`config.mk`:
```
export PLATFORM = sky130hd
export DESIGN_NAME = cla_pipe_adder
export DESIGN_NICKNAME = d
export VERILOG_FILES = /design/src/rtl/cla_pipe_adder.sv
export SDC_FILE = /design/constraint.sdc
export NUM_CORES = 1
export LEC_CHECK = 0
export ABC_AREA = 1
export CORE_AREA = 2 2 134 136
export CTS_CLUSTER_DIAMETER = 120
export DETAILED_ROUTE_END_ITERATION = 16
export DIE_AREA = 0 0 136 138
export PLACE_DENSITY = 0.58
export SLEW_MARGIN = 30
export SYNTH_ARGS = -nofsm -noshare
export SYNTH_HDL_FRONTEND = slang
export SYNTH_SLANG_ARGS = --single-unit
export TNS_END_PERCENT = 100
```
`constraint.sdc`:
```
create_clock -name clk -period 4.3 [get_ports clk]
set_input_delay 0.43 -clock clk [delete_from_list [all_inputs] [get_ports clk]]
set_output_delay 0.43 -clock clk [all_outputs]
set_load 0.01 [all_outputs]
```
`src/rtl/cla_pipe_adder.sv`:
```
`default_nettype none
// +----------------------------------------------------------------------------+
// | Module   : cla_pipe_adder                                                  |
// | Purpose  : Pipelined carry-lookahead adder. The WIDTH-bit word is cut into |
// |            NG = WIDTH/GROUP lookahead groups. Each group is resolved in    |
// |            its own register stage, and the group carry is handed to the   |
// |            next stage through a register. One result per cycle under a    |
// |            streaming valid/ready handshake. Also reports word-level        |
// |            generate/propagate and signed overflow.                         |
// | Ports    : clk, rst (sync, active-high)                                    |
// |            in_valid/in_ready, in_a, in_b, in_cin, in_sub  - operand beat   |
// |            out_valid/out_ready, out_sum, out_cout, out_gg, out_pg,         |
// |            out_ovf                                        - result beat    |
// | Options  : `define CLA_SUB_EN to build the subtract path (in_sub = 1       |
// |            computes in_a + ~in_b + ~in_cin). When it is undefined, in_sub  |
// |            has no effect.                                                  |
// | Revision : 1.0  initial release                                            |
// +----------------------------------------------------------------------------+
module cla_pipe_adder #(
  parameter int WIDTH = 16,
  parameter int GROUP = 4
) (
  input  logic             clk,
  input  logic             rst,
  input  logic             in_valid,
  output logic             in_ready,
  input  logic [WIDTH-1:0] in_a,
  input  logic [WIDTH-1:0] in_b,
  input  logic             in_cin,
  input  logic             in_sub,
  output logic             out_valid,
  input  logic             out_ready,
  output logic [WIDTH-1:0] out_sum,
  output logic             out_cout,
  output logic             out_gg,
  output logic             out_pg,
  output logic             out_ovf
);

  localparam int NG = WIDTH / GROUP;

  if ((GROUP < 1) || (GROUP > 8) || ((WIDTH % GROUP) != 0)) begin : g_param_err
    $error("cla_pipe_adder: WIDTH must be a multiple of GROUP and GROUP must be 1..8");
  end

  // The only stall source is a held result. Because of that, the whole pipe
  // moves in lock-step, and a bubble advances like a beat with valid = 0.
  logic w_advance;
  assign w_advance = !(out_valid && !out_ready);
  assign in_ready  = w_advance;

  // Operands as seen by stage 0, after the optional subtract inversion.
  logic [WIDTH-1:0] w_b0;
  logic             w_cin0;
`ifdef CLA_SUB_EN
  assign w_b0   = in_b ^ {WIDTH{in_sub}};
  assign w_cin0 = in_cin ^ in_sub;
`else
  assign w_b0   = in_b;
  // in_sub has no function in this build. It is tied off so that it is not a dangling input.
  assign w_cin0 = in_cin | (in_sub & 1'b0);
`endif

  // Per-stage registers. a_q and b_q carry the operands forward to the stages
  // that have not yet consumed them. sum_q accumulates the finished low groups.
  logic             valid_q [NG];
  logic [WIDTH-1:0] a_q     [NG];
  logic [WIDTH-1:0] b_q     [NG];
  logic [WIDTH-1:0] sum_q   [NG];
  logic             cy_q    [NG];
  logic             gg_q    [NG];
  logic             pg_q    [NG];
  logic             ovf_q;

  // Stage inputs. Stage 0 takes them from the ports, and later stages take them from the previous stage.
  logic             src_v   [NG];
  logic [WIDTH-1:0] src_a   [NG];
  logic [WIDTH-1:0] src_b   [NG];
  logic [WIDTH-1:0] src_sum [NG];
  logic             src_c   [NG];
  logic             src_gg  [NG];
  logic             src_pg  [NG];

  for (genvar k = 0; k < NG; k++) begin : g_stage

    if (k == 0) begin : g_src_in
      assign src_v[k]   = in_valid;
      assign src_a[k]   = in_a;
      assign src_b[k]   = w_b0;
      assign src_sum[k] = '0;
      assign src_c[k]   = w_cin0;
      // These are the identity values of the gg/pg recurrence.
      assign src_gg[k]  = 1'b0;
      assign src_pg[k]  = 1'b1;
    end else begin : g_src_prev
      assign src_v[k]   = valid_q[k-1];
      assign src_a[k]   = a_q[k-1];
      assign src_b[k]   = b_q[k-1];
      assign src_sum[k] = sum_q[k-1];
      assign src_c[k]   = cy_q[k-1];
      assign src_gg[k]  = gg_q[k-1];
      assign src_pg[k]  = pg_q[k-1];
    end

    logic [GROUP-1:0] w_ga;
    logic [GROUP-1:0] w_gb;
    logic [GROUP-1:0] w_g;
    logic [GROUP-1:0] w_p;
    logic [GROUP-1:0] w_s;
    logic [GROUP:0]   w_c;
    logic             w_acc;
    logic             w_term;
    logic             w_grp_g;
    logic             w_grp_p;
    logic [WIDTH-1:0] w_sum_d;
    logic             w_gg_d;
    logic             w_pg_d;

    assign w_ga = src_a[k][k*GROUP +: GROUP];
    assign w_gb = src_b[k][k*GROUP +: GROUP];

    // The carry into bit i is computed as a flat sum of products:
    //   C[i] = OR_j ( g[j] & p[j+1] & ... & p[i-1] )  |  ( p[0] & ... & p[i-1] & cin )
    // No term depends on another carry, so the logic is two-level rather than a ripple chain.
    // After the final iteration (i = GROUP), w_acc holds the group generate.
    always_comb begin
      w_g     = w_ga & w_gb;
      w_p     = w_ga | w_gb;
      w_c     = '0;
      w_c[0]  = src_c[k];
      w_acc   = 1'b0;
      w_term  = 1'b0;
      for (int i = 1; i <= GROUP; i++) begin
        w_acc = 1'b0;
        for (int j = 0; j < i; j++) begin
          w_term = w_g[j];
          for (int m = j + 1; m < i; m++) begin
            w_term = w_term & w_p[m];
          end
          w_acc = w_acc | w_term;
        end
        w_term = src_c[k];
        for (int m = 0; m < i; m++) begin
          w_term = w_term & w_p[m];
        end
        w_c[i] = w_acc | w_term;
      end
      w_grp_g = w_acc;
      w_grp_p = &w_p;
      w_s     = w_ga ^ w_gb ^ w_c[GROUP-1:0];
    end

    always_comb begin
      w_sum_d                      = src_sum[k];
      w_sum_d[k*GROUP +: GROUP]    = w_s;
    end

    assign w_gg_d = w_grp_g | (w_grp_p & src_gg[k]);
    assign w_pg_d = w_grp_p & src_pg[k];

    always_ff @(posedge clk) begin
      if (rst) begin
        valid_q[k] <= 1'b0;
        a_q[k]     <= '0;
        b_q[k]     <= '0;
        sum_q[k]   <= '0;
        cy_q[k]    <= 1'b0;
        gg_q[k]    <= 1'b0;
        pg_q[k]    <= 1'b0;
      end else if (w_advance) begin
        // For stage 0, w_advance is the same signal as in_ready, so src_v[0] counts only accepted beats.
        valid_q[k] <= src_v[k];
        a_q[k]     <= src_a[k];
        b_q[k]     <= src_b[k];
        sum_q[k]   <= w_sum_d;
        cy_q[k]    <= w_c[GROUP];
        gg_q[k]    <= w_gg_d;
        pg_q[k]    <= w_pg_d;
      end
    end

    if (k == NG - 1) begin : g_last
      // Signed overflow needs the carry into the word MSB, and that carry exists only inside the top group.
      logic w_ovf_d;
      assign w_ovf_d = w_c[GROUP-1] ^ w_c[GROUP];

      always_ff @(posedge clk) begin
        if (rst) begin
          ovf_q <= 1'b0;
        end else if (w_advance) begin
          ovf_q <= w_ovf_d;
        end
      end
    end
  end

  assign out_valid = valid_q[NG-1];
  assign out_sum   = sum_q[NG-1];
  assign out_cout  = cy_q[NG-1];
  assign out_gg    = gg_q[NG-1];
  assign out_pg    = pg_q[NG-1];
  assign out_ovf   = ovf_q;

endmodule
`default_nettype wire

```
==> results of run 1 <==
## state kept, by name, summed over array words and instances, names as in the netlist
| signal | count |
|---|---|
| cy_q | 4 |
| out_ovf | 1 |
| sum_q | 40 |
| valid_q | 4 |
| pg_q | 4 |
| a_q | 24 |
| b_q | 24 |
| gg_q | 4 |
## routing by layer
metal | up-vias | part of all wire
met4 | 0 | 0.016
met5 | - | 0
met2 | 53 | 0.47
met1 | 1351 | 0.47
li1 | 1611 | -
met3 | 10 | 0.041
## power by group
| part | internal [uW] | switching [uW] |
|---|---|---|
| Clock | 409 | 378 |
| Combinational | 99.9 | 113 |
| Sequential | 1200 | 23.8 |
| Total | 1700 | 515 |
## how the worst max path moves through the flow
stage	end	start	cells past startpoint	slack, ns
finish	valid_q[3]$_DFFE_PP_	out_ready	6	2.18
floorplan	a_q[0][10]$_SDFFCE_PN0P_	valid_q[3]$_DFFE_PP_	3	0.99
global placement	sum_q[1][31]$_SDFFCE_PN0P_	rst	6	1.78
CTS	sum_q[1][10]$_SDFFCE_PN0P_	rst	6	2.09
global route	cy_q[1][1]$_DFFE_PP_	out_ready	6	2.01
detailed placement	sum_q[1][10]$_SDFFCE_PN0P_	rst	6	1.72
## through the flow
step / setup slack (ns) / std cells / util / total power [uW]
floorplan: 0.985 / 491 / - / 1380
global placement: 1.78 / 769 / 0.336 / 1450
detailed placement: 1.72 / 769 / 0.336 / 1460
CTS: 2.09 / 785 / 0.353 / 2250
global route: 2.01 / 785 / 0.353 / 2320
finish: 2.18 / 785 / 0.353 / 2220
## critical path: stages
cell,delay (ns)
clkdlybuf4s50_1,0.45
inv_1,0.04
nand2_2,0.12
inv_1,0.10
nand2_4,0.54
buf_4,0.43
## cell type report
class	count	area, sq um	area share
sequential	105	3140	0.507
timing repair buffer	60	596	0.0961
inverter	146	548	0.0884
clock inverter	7	70.1	0.0113
tap	229	287	0.0462
multi-input combinational	229	1330	0.214
clock buffer	9	225	0.0363
## layout by cell type, fill, tap and decap left out
master           netlist  layout
nand4_1                3       3
xnor2_1                4       4
o211ai_1               1       1
nor2_1               115     115
nand3_1               16      16
clkinv_8               0       1
clkbuf_16              0       9
nor2_2                 1       1
clkinv_4               0       1
edfxtp_1             104     104
ha_1                  32      32
or2_1                  2       2
buf_4                  1       2
fa_1                   4       4
inv_6                  0       3
a21oi_1                8       8
inv_1                145     145
nor3_1                 2       2
nand3b_1               1       1
clkinvlp_4             0       1
inv_2                  1       1
nand2_2                1       1
dfxtp_1                1       1
nand2_1               29      27
nor4_1                 1       1
nor3_2                 1       1
clkdlybuf4s50_1        0      58
nand2_4                0       1
inv_8                  0       1
o21ai_0                7       7
a21oi_2                1       1
nand2_8                0       1
## logic make-up (layout without fill, tap and decap cells)
logic type / count (synthesis) / count (layout)
buf+inv: 157 / 222
compound gates: 17 / 17
flops: 105 / 105
xor+xnor: 4 / 4
simple gates: 172 / 172
fa+ha+maj: 36 / 36
==> impl_results.md, run 1 <==
* Min Hold Slack at 0.476 ns
* CTS tree: built
* Ports at 60
* Num rows at 49
* Design area at 6200 sq um
* Starting Density at 0.292
* Mux cell area share after synthesis at 0
* Clk_skew at 0.00752 ns
* Wirelength per Cell at between 9 and 10 um
* Pwr dens at 358 nW/um^2
* Antenna cells at 0
* Crit path arrival time at 2.14 ns
* Worst hold endpoint: out_ovf$_SDFFE_PP0N_
* Lkg Pwr at about 0.0028 uW
* Drt pass-1 iters at 4
* Root Driver: clkbuf_16
* Drt initial violations at ~160
* Final Hold Fails at 0
* Final antenna-violating net count at 0
* Mapped Cells at 491
* CTS sink count at 105
* Initial antenna violation count at 0
* Area delta synth->final at 21.1%
* Slew HR at 0.499
* CTS clock-pin slew for the worst setup and hold paths at about 0.070 ns
* Simple-gate share of the synthesized area at 0.136
* DRC Markers at 0
* Total Routed Length at 7690 um
* Largest family of logic cells by synthesized area: simple AND/OR/NAND/NOR gates
* HPWL after DPL at 5350 um
* Top cells by count, synth: inv_1 (145), nor2_1 (115), edfxtp_1 (104)
* Latest clock arrival within the worst-skew pair at 0.34 ns
* Startpoint types: primary input
* Top-count cell post-synth: inv_1
* Fill cells at approximately 1700
* Post-synthesis compound-gate area fraction at 0.0179
* Clock buffer depth at 2
* Post-Synth Adder-Cell Area at 0.0939
* Tcrit/Tclk final at 0.493
* Worst hold start: out_ovf$_SDFFE_PP0N_
* CP Max Fanout at 58
* Share of layout cells above drive strength 1 at 0.0450
* IO buf count at 58
* Setup TNS at 0 ns
* Synth Area per Inst at around 10 sq um
* Dpl cell area at approximately 5900 sq um
* Post-synth cell types at 24
* Final GP Congestion at roughly 0.76
* Final setup violation count at 0
* MaxCap Viol Count at 0
* R2r worst-path depth at 4
* Synth Area in XOR/XNOR at 0.00685
* Die Ht at 138 um
* Total track usage at 0.0865
* Nets at 625
* R2R Path Start: valid_q[3]$_DFFE_PP_
* Hold Buf Count CTS at 0
* Worst reg2reg endpoint: valid_q[3]$_DFFE_PP_
* Die area at 18800 sq um
* Register bit total from synthesis at ~110
* Largest area contributor in the synthesized netlist: edfxtp_1
* Number of global-route vias before repair at 3141
* Largest net degree at the start of global routing at 93
* Syn Std Cell Area at slightly above 5000 sq um
* Met1 usage at 0.105
* Hold Crit Class: register to register
* Vias/cell at between 3 and 4
* # H-tree levels at 3
* Prevailing post-synth register cell: edfxtp_1
* Ys async rst share at 0
* Post-synth top area share at 0.610
* Fmax at 472 MHz
* Post-CTS Setup Repair Bufs at 0
* Peak VDD IR at 165 uV
* Cts bufs inserted at 9
* Data required, critical path at ~4.3 ns
* Die width at approximately 140 um
* Post-synth EDFFs at 104
* Final critical-path required period at 2.12 ns
* RSZ-0062 raised after global routing: false
* Core ar. at 17500 sq um
* Post-synthesis sequential area ratio at 0.614
* Net Count, Synth at 565
* Post-CTS resize count at 0
* FF-to-FF setup slack at 2.32 ns
* Setup CP Type: primary input to register
* Hold Crit Depth at 2
* Largest cells by area after synthesis: edfxtp_1 (61%), inv_1 (11%), nor2_1 (8.4%)
* Status: completed
* Final-report max-slew violation count at 0
* Routed vias at 3025
* First-pass GRT wire length at 13400 um
* Most used routing layer in global routing: met2
* Synth warnings at 0
* Gr ovfl total at 0
* Worst setup EP type: register
* Met2 Use GR at 0.147
* Worst Tran Pin Value at 0.751 ns
* Met3 Usage GRT at 0.0187
No activity file was read; power rests on OpenSTA's default activity.
==> run 2, diff against run 1 <==
==> constraint.sdc (replaced) <==
create_clock -name clk -period 2 [get_ports clk]
set_input_delay 0.2 -clock clk [delete_from_list [all_inputs] [get_ports clk]]
set_output_delay 0.2 -clock clk [all_outputs]
set_load 0.01 [all_outputs]
==> run 2 against run 1 <==
- clock power grew 130%
- register-to-register slack lost 1.9 ns
- critical endpoint is now in_ready
- sequential cell count is the same
- highest routed layer unchanged
- critical path depth shrank 4
- power grew 120%
- worst hold slack gained 0.012 ns
- via count grew 1.6%
==> impl_results.md, run 2 (synthesis gave the netlist of run 1 again) <==
* Status: completed
* Worst Tran Pin Value at 0.255 ns (-0.495 ns)
* Startpoint types: register
* Die area at 18800 sq um (unchanged)
* Commonest non-fill, non-tap cell in the layout: inv_1
* Tcrit/Tclk final at 0.803
* Share of total power in the clock network at 0.369 (+0.014)
* Total track usage at 0.0892 (+0.00268)
* CP peak stage delay at 0.54 ns (about the same)
* CTS sink count at 105 (unchanged)
* Clock buffer depth at 2 (unchanged)
* Gr ovfl total at 0 (unchanged)
* Peak VDD IR at 526 uV (+220%)
* Latest clock arrival within the worst-skew pair at 0.35 ns (about the same)
* DRC Markers at 0 (unchanged)
* First-pass GRT wire length at 13500 um (+1.0%)
* Pwr dens at 778 nW/um^2 (+120%)
* Drt initial violations at 148 (-8.6%)
* Nets at 628 (+0.48%)
* Slew HR at 0.828 (+0.329)
* IO buf count at 58 (unchanged)
* Final critical-path required period at around 1.6 ns
* Share of layout cells above drive strength 1 at 0.0501 (+0.00513)
* Post-CTS Setup Repair Bufs at 0 (unchanged)
* MaxCap Viol Count at 0 (unchanged)
* Min Hold Slack at 0.488 ns (+0.0124 ns)
* Final Hold Fails at 0 (unchanged)
* Sw Ratio at 0.226 (-0.00637)
* Post-CTS resize count at 0 (unchanged)
* Final setup violation count at 0 (unchanged)
* Die width at 136 um (unchanged)
* Lkg Pwr at 0.00284 uW (+1.8%)
* Pint at 3790 uW (+120%)
* Fill cells at 1776 (+2.1%)
* Antenna cells at 0 (unchanged)
* RSZ-0062 raised after global routing: false
* Clk_skew at 0.00804 ns (+0.000520 ns)
* Worst setup EP type: output port
* Register bank with the most flops: sum_q
* # H-tree levels at 3 (unchanged)
* Starting Density at 0.292 (unchanged)
* Setup CP Type: register to output port
* Number of global-route vias before repair at 3137 (-0.13%)
* Crit path arrival time at 1.41 ns (-0.73 ns)
* Post-Place Cells at 772 (+0.39%)
* Post-route insts no fill at 788 (+0.38%)
* Fmax at between 600 and 700 MHz
* Final GP Congestion at 0.775 (+2.5%)
* Combinational share of power at 0.096 (about the same)
* Sequential group share of total power at 0.535 (-0.014)
* Root Driver: clkbuf_16
* Design area at 6290 sq um (+1.5%)
* Commonest cells after routing, fill and taps aside: inv_1 (145), nor2_1 (115), edfxtp_1 (104)
* Total Routed Length at 7810 um (+1.6%)
* Setup TNS at 0 ns (unchanged)
* Crit path cell chain: nand2_2 > clkdlybuf4s50_1
* Biggest regs: sum_q x40, a_q x24, b_q x24
* Area delta synth->final at 22.9%
* Dpl ws at 0.174 ns (-1.55 ns)
* Final antenna-violating net count at 0 (unchanged)
* Hold Crit Class: primary input to register
* Wirelength per Cell at 9.91 um (+1.2%)
* CTS tree: built
* Routed vias at 3074 (+1.6%)
* Initial antenna violation count at 0 (unchanged)
* Setup ws final at 0.395 ns (-1.79 ns)
* Data required, critical path at 1.80 ns (-2.52 ns)
* Hold Buf Count CTS at 0 (unchanged)
* Largest net degree at the start of global routing at 51 (-45%)
* CTS clock-pin slew for the worst setup and hold paths at 0.07 ns (about the same)
* Vias/cell at 3.90 (+1.2%)
* CP Max Fanout at 3 (-95%)
* Die Ht at 138 um (unchanged)
* Ports at 60 (unchanged)
* Slowest CP cell: clkdlybuf4s50_1
* Num rows at 49 (unchanged)
* Final-report max-slew violation count at 0 (unchanged)
* Core ar. at 17500 sq um (unchanged)
* Dpl cell area at 5980 sq um (+1.4%)
* HPWL after DPL at 5630 um (+5.3%)
* Cts bufs inserted at 9 (unchanged)
* Drt pass-1 iters at 4 (unchanged)
* Max reg flops at 40 (unchanged)
* Net switching power at 1110 uW (+110%)
## run 2: changes by cell type in the layout (fill, tap and decap cells not counted), sizes merged
cell	previous run	this run
buf	2	5
bufinv	0	1
inv	150	149
## run 2: final cells by class
| cell class | instances | area [sq um] | share of cell area |
|---|---|---|---|
| sequential | 105 | 3140 | 0.500 |
| inverter | 146 | 548 | 0.0871 |
| clock inverter | 7 | 86.3 | 0.0137 |
| timing repair buffer | 63 | 681 | 0.108 |
| multi-input combinational | 229 | 1320 | 0.210 |
| tap | 229 | 287 | 0.0456 |
| clock buffer | 9 | 225 | 0.0358 |
## run 2: path summary, 6_finish.rpt
| kind | startpoint | to | slack, ns | cells after the start |
|---|---|---|---|---|
| setup / recovery | valid_q[3]$_DFFE_PP_ | in_ready | 0.39 | 2 |
| hold / removal | in_b[13] | b_q[0][13]$_SDFFCE_PN0P_ | 0.49 | 3 |
| setup reg to reg | b_q[0][4]$_SDFFCE_PN0P_ | sum_q[0][23]$_SDFFCE_PN0P_ | 0.46 | 7 |
| hold reg to reg | out_ovf$_SDFFE_PP0N_ | out_ovf$_SDFFE_PP0N_ | 0.50 | 2 |
## run 2: layer usage
layer,part of all wire,track usage,up-vias
li1,-,-,1629
met1,0.46,0.104,1369
met2,0.47,0.152,62
met3,0.052,0.0268,14
met4,0.020,0.0373,0
met5,0,0,-
## run 2: through the flow
stage          power [uW]   util
2_1_floorplan        2960      -
3_3_place_gp         3120  0.341
3_5_place_dp         3150  0.341
4_1_cts              4970  0.359
5_1_grt              5130  0.359
6_report             4900  0.359
## run 2: worst max-delay path: cells and delay by family (launching register included)
family | cells | cell delay, ns
DFF | 1 | 0.40
buffers and inverters | 1 | 0.54
and+or+nand+nor | 1 | 0.12
## run 2: power groups by stage
stage               logic [uW]  registers [uW]  clock network (uW)
global placement           457            2670                   0
finish                     468            2620                1810
global route               538            2640                1960
CTS                        476            2620                1870
floorplan                  284            2670                   0
detailed placement         472            2670                   0
